==> config.mk <==
export PLATFORM = sky130hd
export DESIGN_NAME = scrambler_lanes_flat
export DESIGN_NICKNAME = d
export VERILOG_FILES = /design/src/rtl/scrambler_lanes_if.sv /design/src/rtl/scrambler_lanes.sv /design/src/flat_wrapper.sv
export SDC_FILE = /design/constraint.sdc
export NUM_CORES = 1
export LEC_CHECK = 0
export BUFFER_PORTS_ARGS = -buffer_cell sky130_fd_sc_hd__buf_2
export CAP_MARGIN = 30
export CORE_AREA = 2 2 226 228
export CTS_BUF_LIST = sky130_fd_sc_hd__clkbuf_8
export DETAILED_ROUTE_END_ITERATION = 16
export DIE_AREA = 0 0 228 230
export GPL_ROUTABILITY_DRIVEN = 0
export PLACE_DENSITY = 0.8
export SETUP_SLACK_MARGIN = 0.5
export SYNTH_ARGS = -nofsm -noshare
export SYNTH_HDL_FRONTEND = slang
export SYNTH_SLANG_ARGS = --single-unit
==> constraint.sdc <==
create_clock -name clk -period 3.6 [get_ports clk]
set_input_delay 0.36 -clock clk [delete_from_list [all_inputs] [get_ports clk]]
set_output_delay 0.36 -clock clk [all_outputs]
set_load 0.005 [all_outputs]
==> src/rtl/scrambler_lanes_if.sv <==
// Lane bus for scrambler_lanes: per-lane valid/data in and out, plus the
// shared bypass and seed-load controls.
interface scrambler_lanes_if #(
    parameter int LEN    = 64,
    parameter int LANE_N = 4
);
    logic [LANE_N-1:0]     valid_i;
    logic [LANE_N*LEN-1:0] data_i;
    logic                  bypass_i;
    logic                  seed_v_i;
    logic [57:0]           seed_i;
    logic [LANE_N-1:0]     valid_o;
    logic [LANE_N*LEN-1:0] data_o;

    modport master (
        output valid_i, data_i, bypass_i, seed_v_i, seed_i,
        input  valid_o, data_o
    );

    modport slave (
        input  valid_i, data_i, bypass_i, seed_v_i, seed_i,
        output valid_o, data_o
    );
endinterface

==> src/rtl/scrambler_lanes.sv <==
// Multi-lane 64b/66b self-synchronous scrambler / descrambler,
// G(x) = 1 + x^39 + x^58. Each lane is an independent scrambler_lane.
// Wire order: bit 0 of a lane word is the first bit transmitted.

module scrambler_lane #(
    parameter int          LEN      = 64,
    parameter bit          RX       = 1'b0,
    parameter bit          REG_OUT  = 1'b1,
    parameter logic [57:0] RST_SEED = 58'h0
) (
    input  logic           clk,
    input  logic           nreset,
    input  logic           valid_i,
    input  logic [LEN-1:0] data_i,
    input  logic           bypass_i,
    input  logic           seed_v_i,
    input  logic [57:0]    seed_i,
    output logic           valid_o,
    output logic [LEN-1:0] data_o
);
    // One word step. x is the scrambled-side stream in time order:
    // x[57:0] is the history (x[57] = newest = S[0]), x[58+i] is bit i of
    // this word. Taps w(i-39) and w(i-58) are then x[i+19] and x[i], so
    // in-word feedback for LEN > 39 falls out of the unrolled loop.
    // Returns {next state, transformed word}.
    function automatic logic [LEN+57:0] step(input logic [LEN-1:0] d,
                                             input logic [57:0]    s);
        logic [LEN+57:0] x;
        logic [LEN-1:0]  o;
        logic [57:0]     sn;
        x  = '0;
        o  = '0;
        sn = '0;
        for (int m = 0; m < 58; m++) x[m] = s[57-m];
        for (int i = 0; i < LEN; i++) begin
            o[i]     = d[i] ^ x[i+19] ^ x[i];
            // TX feeds back what it puts on the wire, RX what it receives
            x[58+i]  = RX ? d[i] : o[i];
        end
        // newest 58 stream bits become the state, S[0] = newest
        for (int j = 0; j < 58; j++) sn[j] = x[LEN+57-j];
        return {sn, o};
    endfunction

    logic [57:0]    s_q, s_d, s_nxt;
    logic [LEN-1:0] scr, out_c;

    // Transform the word; seed load beats the valid-driven state update,
    // while the output of this cycle still uses the pre-load state.
    always_comb begin
        {s_nxt, scr} = step(data_i, s_q);
        out_c = bypass_i ? data_i : scr;
        s_d   = s_q;
        if (seed_v_i)     s_d = seed_i;
        else if (valid_i) s_d = s_nxt;
    end

    // Lane state register
    always_ff @(posedge clk or negedge nreset) begin
        if (!nreset) s_q <= RST_SEED;
        else         s_q <= s_d;
    end

    if (REG_OUT) begin : g_reg_out
        logic           vld_q, vld_d;
        logic [LEN-1:0] dat_q, dat_d;

        // Output data only advances on valid beats so it holds between them
        always_comb begin
            vld_d = valid_i;
            dat_d = valid_i ? out_c : dat_q;
        end

        // Registered output stage, one cycle of latency
        always_ff @(posedge clk or negedge nreset) begin
            if (!nreset) begin
                vld_q <= 1'b0;
                dat_q <= '0;
            end else begin
                vld_q <= vld_d;
                dat_q <= dat_d;
            end
        end

        assign valid_o = vld_q;
        assign data_o  = dat_q;
    end else begin : g_comb_out
        assign valid_o = valid_i;
        assign data_o  = out_c;
    end
endmodule

module scrambler_lanes #(
    parameter int          LEN      = 64,
    parameter int          LANE_N   = 4,
    parameter bit          RX       = 1'b0,
    parameter bit          REG_OUT  = 1'b1,
    parameter logic [57:0] RST_SEED = 58'h0
) (
    input  logic              clk,
    input  logic              nreset,
    scrambler_lanes_if.slave  bus
);
    // Lanes share only the bypass and seed controls
    for (genvar k = 0; k < LANE_N; k++) begin : g_lane
        scrambler_lane #(
            .LEN      (LEN),
            .RX       (RX),
            .REG_OUT  (REG_OUT),
            .RST_SEED (RST_SEED)
        ) u_lane (
            .clk      (clk),
            .nreset   (nreset),
            .valid_i  (bus.valid_i[k]),
            .data_i   (bus.data_i[k*LEN +: LEN]),
            .bypass_i (bus.bypass_i),
            .seed_v_i (bus.seed_v_i),
            .seed_i   (bus.seed_i),
            .valid_o  (bus.valid_o[k]),
            .data_o   (bus.data_o[k*LEN +: LEN])
        );
    end
endmodule

==> src/flat_wrapper.sv <==
// flat-port wrapper written by rule: the top's interface ports become plain ports
module scrambler_lanes_flat 
#(
    parameter int          LEN      = 64,
    parameter int          LANE_N   = 4,
    parameter bit          RX       = 1'b0,
    parameter bit          REG_OUT  = 1'b1,
    parameter logic [57:0] RST_SEED = 58'h0
)
  (clk, nreset, bus_valid_i, bus_data_i, bus_bypass_i, bus_seed_v_i, bus_seed_i, bus_valid_o, bus_data_o);
  scrambler_lanes_if #(.LEN(LEN), .LANE_N(LANE_N)) bus_i ();
  input  logic clk;
  input  logic nreset;
  input wire logic [$bits(bus_i.valid_i)-1:0] bus_valid_i;
  input wire logic [$bits(bus_i.data_i)-1:0] bus_data_i;
  input wire logic [$bits(bus_i.bypass_i)-1:0] bus_bypass_i;
  input wire logic [$bits(bus_i.seed_v_i)-1:0] bus_seed_v_i;
  input wire logic [$bits(bus_i.seed_i)-1:0] bus_seed_i;
  output wire logic [$bits(bus_i.valid_o)-1:0] bus_valid_o;
  output wire logic [$bits(bus_i.data_o)-1:0] bus_data_o;
  assign bus_i.valid_i = bus_valid_i;
  assign bus_i.data_i = bus_data_i;
  assign bus_i.bypass_i = bus_bypass_i;
  assign bus_i.seed_v_i = bus_seed_v_i;
  assign bus_i.seed_i = bus_seed_i;
  assign bus_valid_o = bus_i.valid_o;
  assign bus_data_o = bus_i.data_o;
  scrambler_lanes #(.LEN(LEN), .LANE_N(LANE_N), .RX(RX), .REG_OUT(REG_OUT), .RST_SEED(RST_SEED)) u_core (.clk(clk), .nreset(nreset), .bus(bus_i));
endmodule
==> reports/qor.yml <==
outcome: "finished clean"
p_total_uw: 20600
min_period_ns: 1.98
switching_power_uw: 7810
ir_worst_vdd_mv: 0.427
cts_setup_buffers: 0
p_comb_share_pct: 36.5
cts_num_sinks: 492
swShare_pct: 38.0
dpl_worst_slack_ns: 1.10
fin_crit_sh_pct: 54.9
ant_nets: 0
die_w_um: 228
ys_warn_count: 0
p_seq_share_pct: 37.7
clk_path_buf_depth: 3
hold_ws_ns: 0.0181
startpoint: "u_core.g_lane[1].u_lane.s_q[25]"
grt.overflow.total: 0
crit_chain: "xor3_2 > xnor2_1 > nor2_1 > nor4_1"
cts_tree: "built"
htree_levels: 3
route.vias.total: 26900
initial_utilization_pct: 57.8
end_kind: "flop"
fill_cells: 3740
place_hpwl_um: 79200
ys_async_sr_fraction_pct: 100
r2r-start: "u_core.g_lane[1].u_lane.s_q[25]"
die_h_um: 230
finalHoldViolations: 0
netlist-cell-type-count: 23
nNetsFinal: 4070
maxCapViolations: 0
critPathMaxFanout: 4
slowest_stage: "xor3_2"
clk_pin_slew_ns: 0.06
netlist_area_um2: 28800
wire_per_inst_um: 24.6
root_buffer: "clkbuf_8"
rsz0062_at_grt: "false"
port-buffer-count: 581
avgSynthCellArea_um2: 9.30
dieArea_um2: 52400
yosysMostFrequentCell: "nor2_1"
synth_commonest_cells: "nor2_1 (644), xnor2_1 (500), dfrtp_1 (492)"
worstMarginPinSlew_ns: 1.15
fmax_ghz: 0.506
p_leak_uw: 0.0150
setup_viol: 0
drc: 0
first_pass_iters: 5
antenna_found_initial: 12
core_area_um2: 49900
grt_max_degree: 128
relSlewSlack_pct: 23.0
wl_um: 111000
grtUsageTotal_pct: 41.4
synth-seq-cells: 492
syn_nets: 3423
io_pins: 582
syn-instance-count: 3101
rows: 82
hold_class: "primary input to flop"
synthFlopType: "dfrtp_1"
internal_power_uw: 12800
multi_input_area_um2: 15600
routed_via_density: 5.98
seqCellArea_um2: 12300
synth-edff-count: 0
cts_buffers: 85
drive_above_1_share_pct: 22.1
grt_pass1_vias: 25300
netlist_top_cells_area: "dfrtp_1 (43%), xnor2_1 (15%), nor2_1 (8.4%), xor3_2 (4.5%), a21oi_1 (3.7%)"
fin_skew_ns: 0.0193
final-max-slew-violation-count: 0
area_delta_synth_final_pct: 23.0
worstSetupStartpointType: "flop"
slowest_delay_ns: 0.52
critical_path_class: "flop to flop"
grt_pass1_wl_um: 161000
synth.top_cell.area_share_pct: 42.7
crit_arrival_ns: 2.53
min_from: "bus_data_i[202]"
seq_area_frac_synth_pct: 42.7
fin_setup_tns_ns: 0
power_density_nw_per_um2: 580
worstPathRequired_ns: 4.16
drt_iter0_drc: 3589
clk_latency_ns: 0.68
p_clk_share_pct: 25.8
setup_ws_ns: 1.62
yosysTopAreaCell: "dfrtp_1"
[cells by family (layout without fill, tap and decap cells)]
family          after synthesis  after routing  share of synthesized area (%)
buf+inv                     219            930                           3.03
xor+xnor                    656            656                           22.9
simple gates               1138           1138                           19.0
mux                           4              4                          0.139
flops                       492            492                           42.7
compound gates              592            592                           12.3
other cells                   0              8                              0
[layout by cell type, fill, tap and decap left out, drive strengths merged, types with 56 or more instances in the layout]
cell type / synthesis / layout
xor2: 104 / 104
buf: 45 / 643
nor3: 100 / 100
o21ai: 100 / 100
o21a: 56 / 56
a31oi: 100 / 100
nor2: 644 / 644
xnor2: 500 / 500
dlygate4sd3: 0 / 135
clkbuf: 174 / 117
a211oi: 124 / 124
dfrtp: 492 / 492
a21oi: 212 / 212
or3: 100 / 100
nor2b: 124 / 124
[registers in the layout (all words and copies together), names as in the netlist]
name,count
u_core.g_lane.u_lane.s_q,232
u_core.g_lane.u_lane.data_o,256
u_core.g_lane.u_lane.valid_o,4
[worst paths after layout]
path / end / slack (ns) / depth (start not counted)
max reg2reg: u_core.g_lane[1].u_lane.s_q[11] / 1.62 / 4
min reg2reg: u_core.g_lane[0].u_lane.data_o[38] / 0.51 / 2
max in group asynchronous: u_core.g_lane[2].u_lane.s_q[30] / 2.28 / 3
max: u_core.g_lane[1].u_lane.s_q[11] / 1.62 / 4
min in group asynchronous: u_core.g_lane[2].u_lane.data_o[3] / 0.25 / 2
min: u_core.g_lane[3].u_lane.data_o[10] / 0.02 / 3
[worst max-delay path, delay by kind of cell, from the launching register on]
| family | cells | cell delay [ns] |
|---|---|---|
| flip-flops | 1 | 0.44 |
| AND/OR/NAND/NOR | 2 | 0.39 |
| XOR/XNOR | 2 | 1.02 |
[layer usage]
| layer | GRT usage (%) | routed length [µm] | vias to the layer above |
|---|---|---|---|
| li1 | - | - | 11800 |
| met1 | 54.6 | 41500 | 12800 |
| met4 | 24.1 | 7500 | 8 |
| met5 | 0 | 49 | - |
| met3 | 10.6 | 13100 | 357 |
| met2 | 62.0 | 48400 | 1825 |
[layout make-up]
class	count	share of cell area, %
Antenna cell	8	0.0565
Clock inverter	35	0.402
Tap cell	672	2.37
Timing Repair Buffer	779	13.8
Multi-Input combinational cell	2390	44.1
Sequential cell	492	34.7
Clock buffer	116	4.50
[metrics by stage]
stage / std cells / cell area, µm² / util [%]
floorplan: 3101 / 28800 / -
global placement: 4196 / 32300 / 64.8
detailed placement: 4197 / 32300 / 64.8
CTS: 4483 / 35400 / 71.0
global route: 4489 / 35400 / 71.1
finish: 4492 / 35500 / 71.1
[what timing repair did]
action	in CTS	in global routing
hold endpoints to repair	196	0
hold buffers	135	0
resized for setup	0	0
[power groups by stage]
| stage | combinational (µW) | sequential, µW | clock (µW) |
|---|---|---|---|
| after floorplan | 4540 | 7450 | 0 |
| after global placement | 7040 | 7760 | 0 |
| after detailed placement | 7140 | 7770 | 0 |
| after CTS | 7330 | 7690 | 5310 |
| after global routing | 7990 | 7830 | 5560 |
| final | 7500 | 7760 | 5310 |
(Power assumes the default switching activity.)
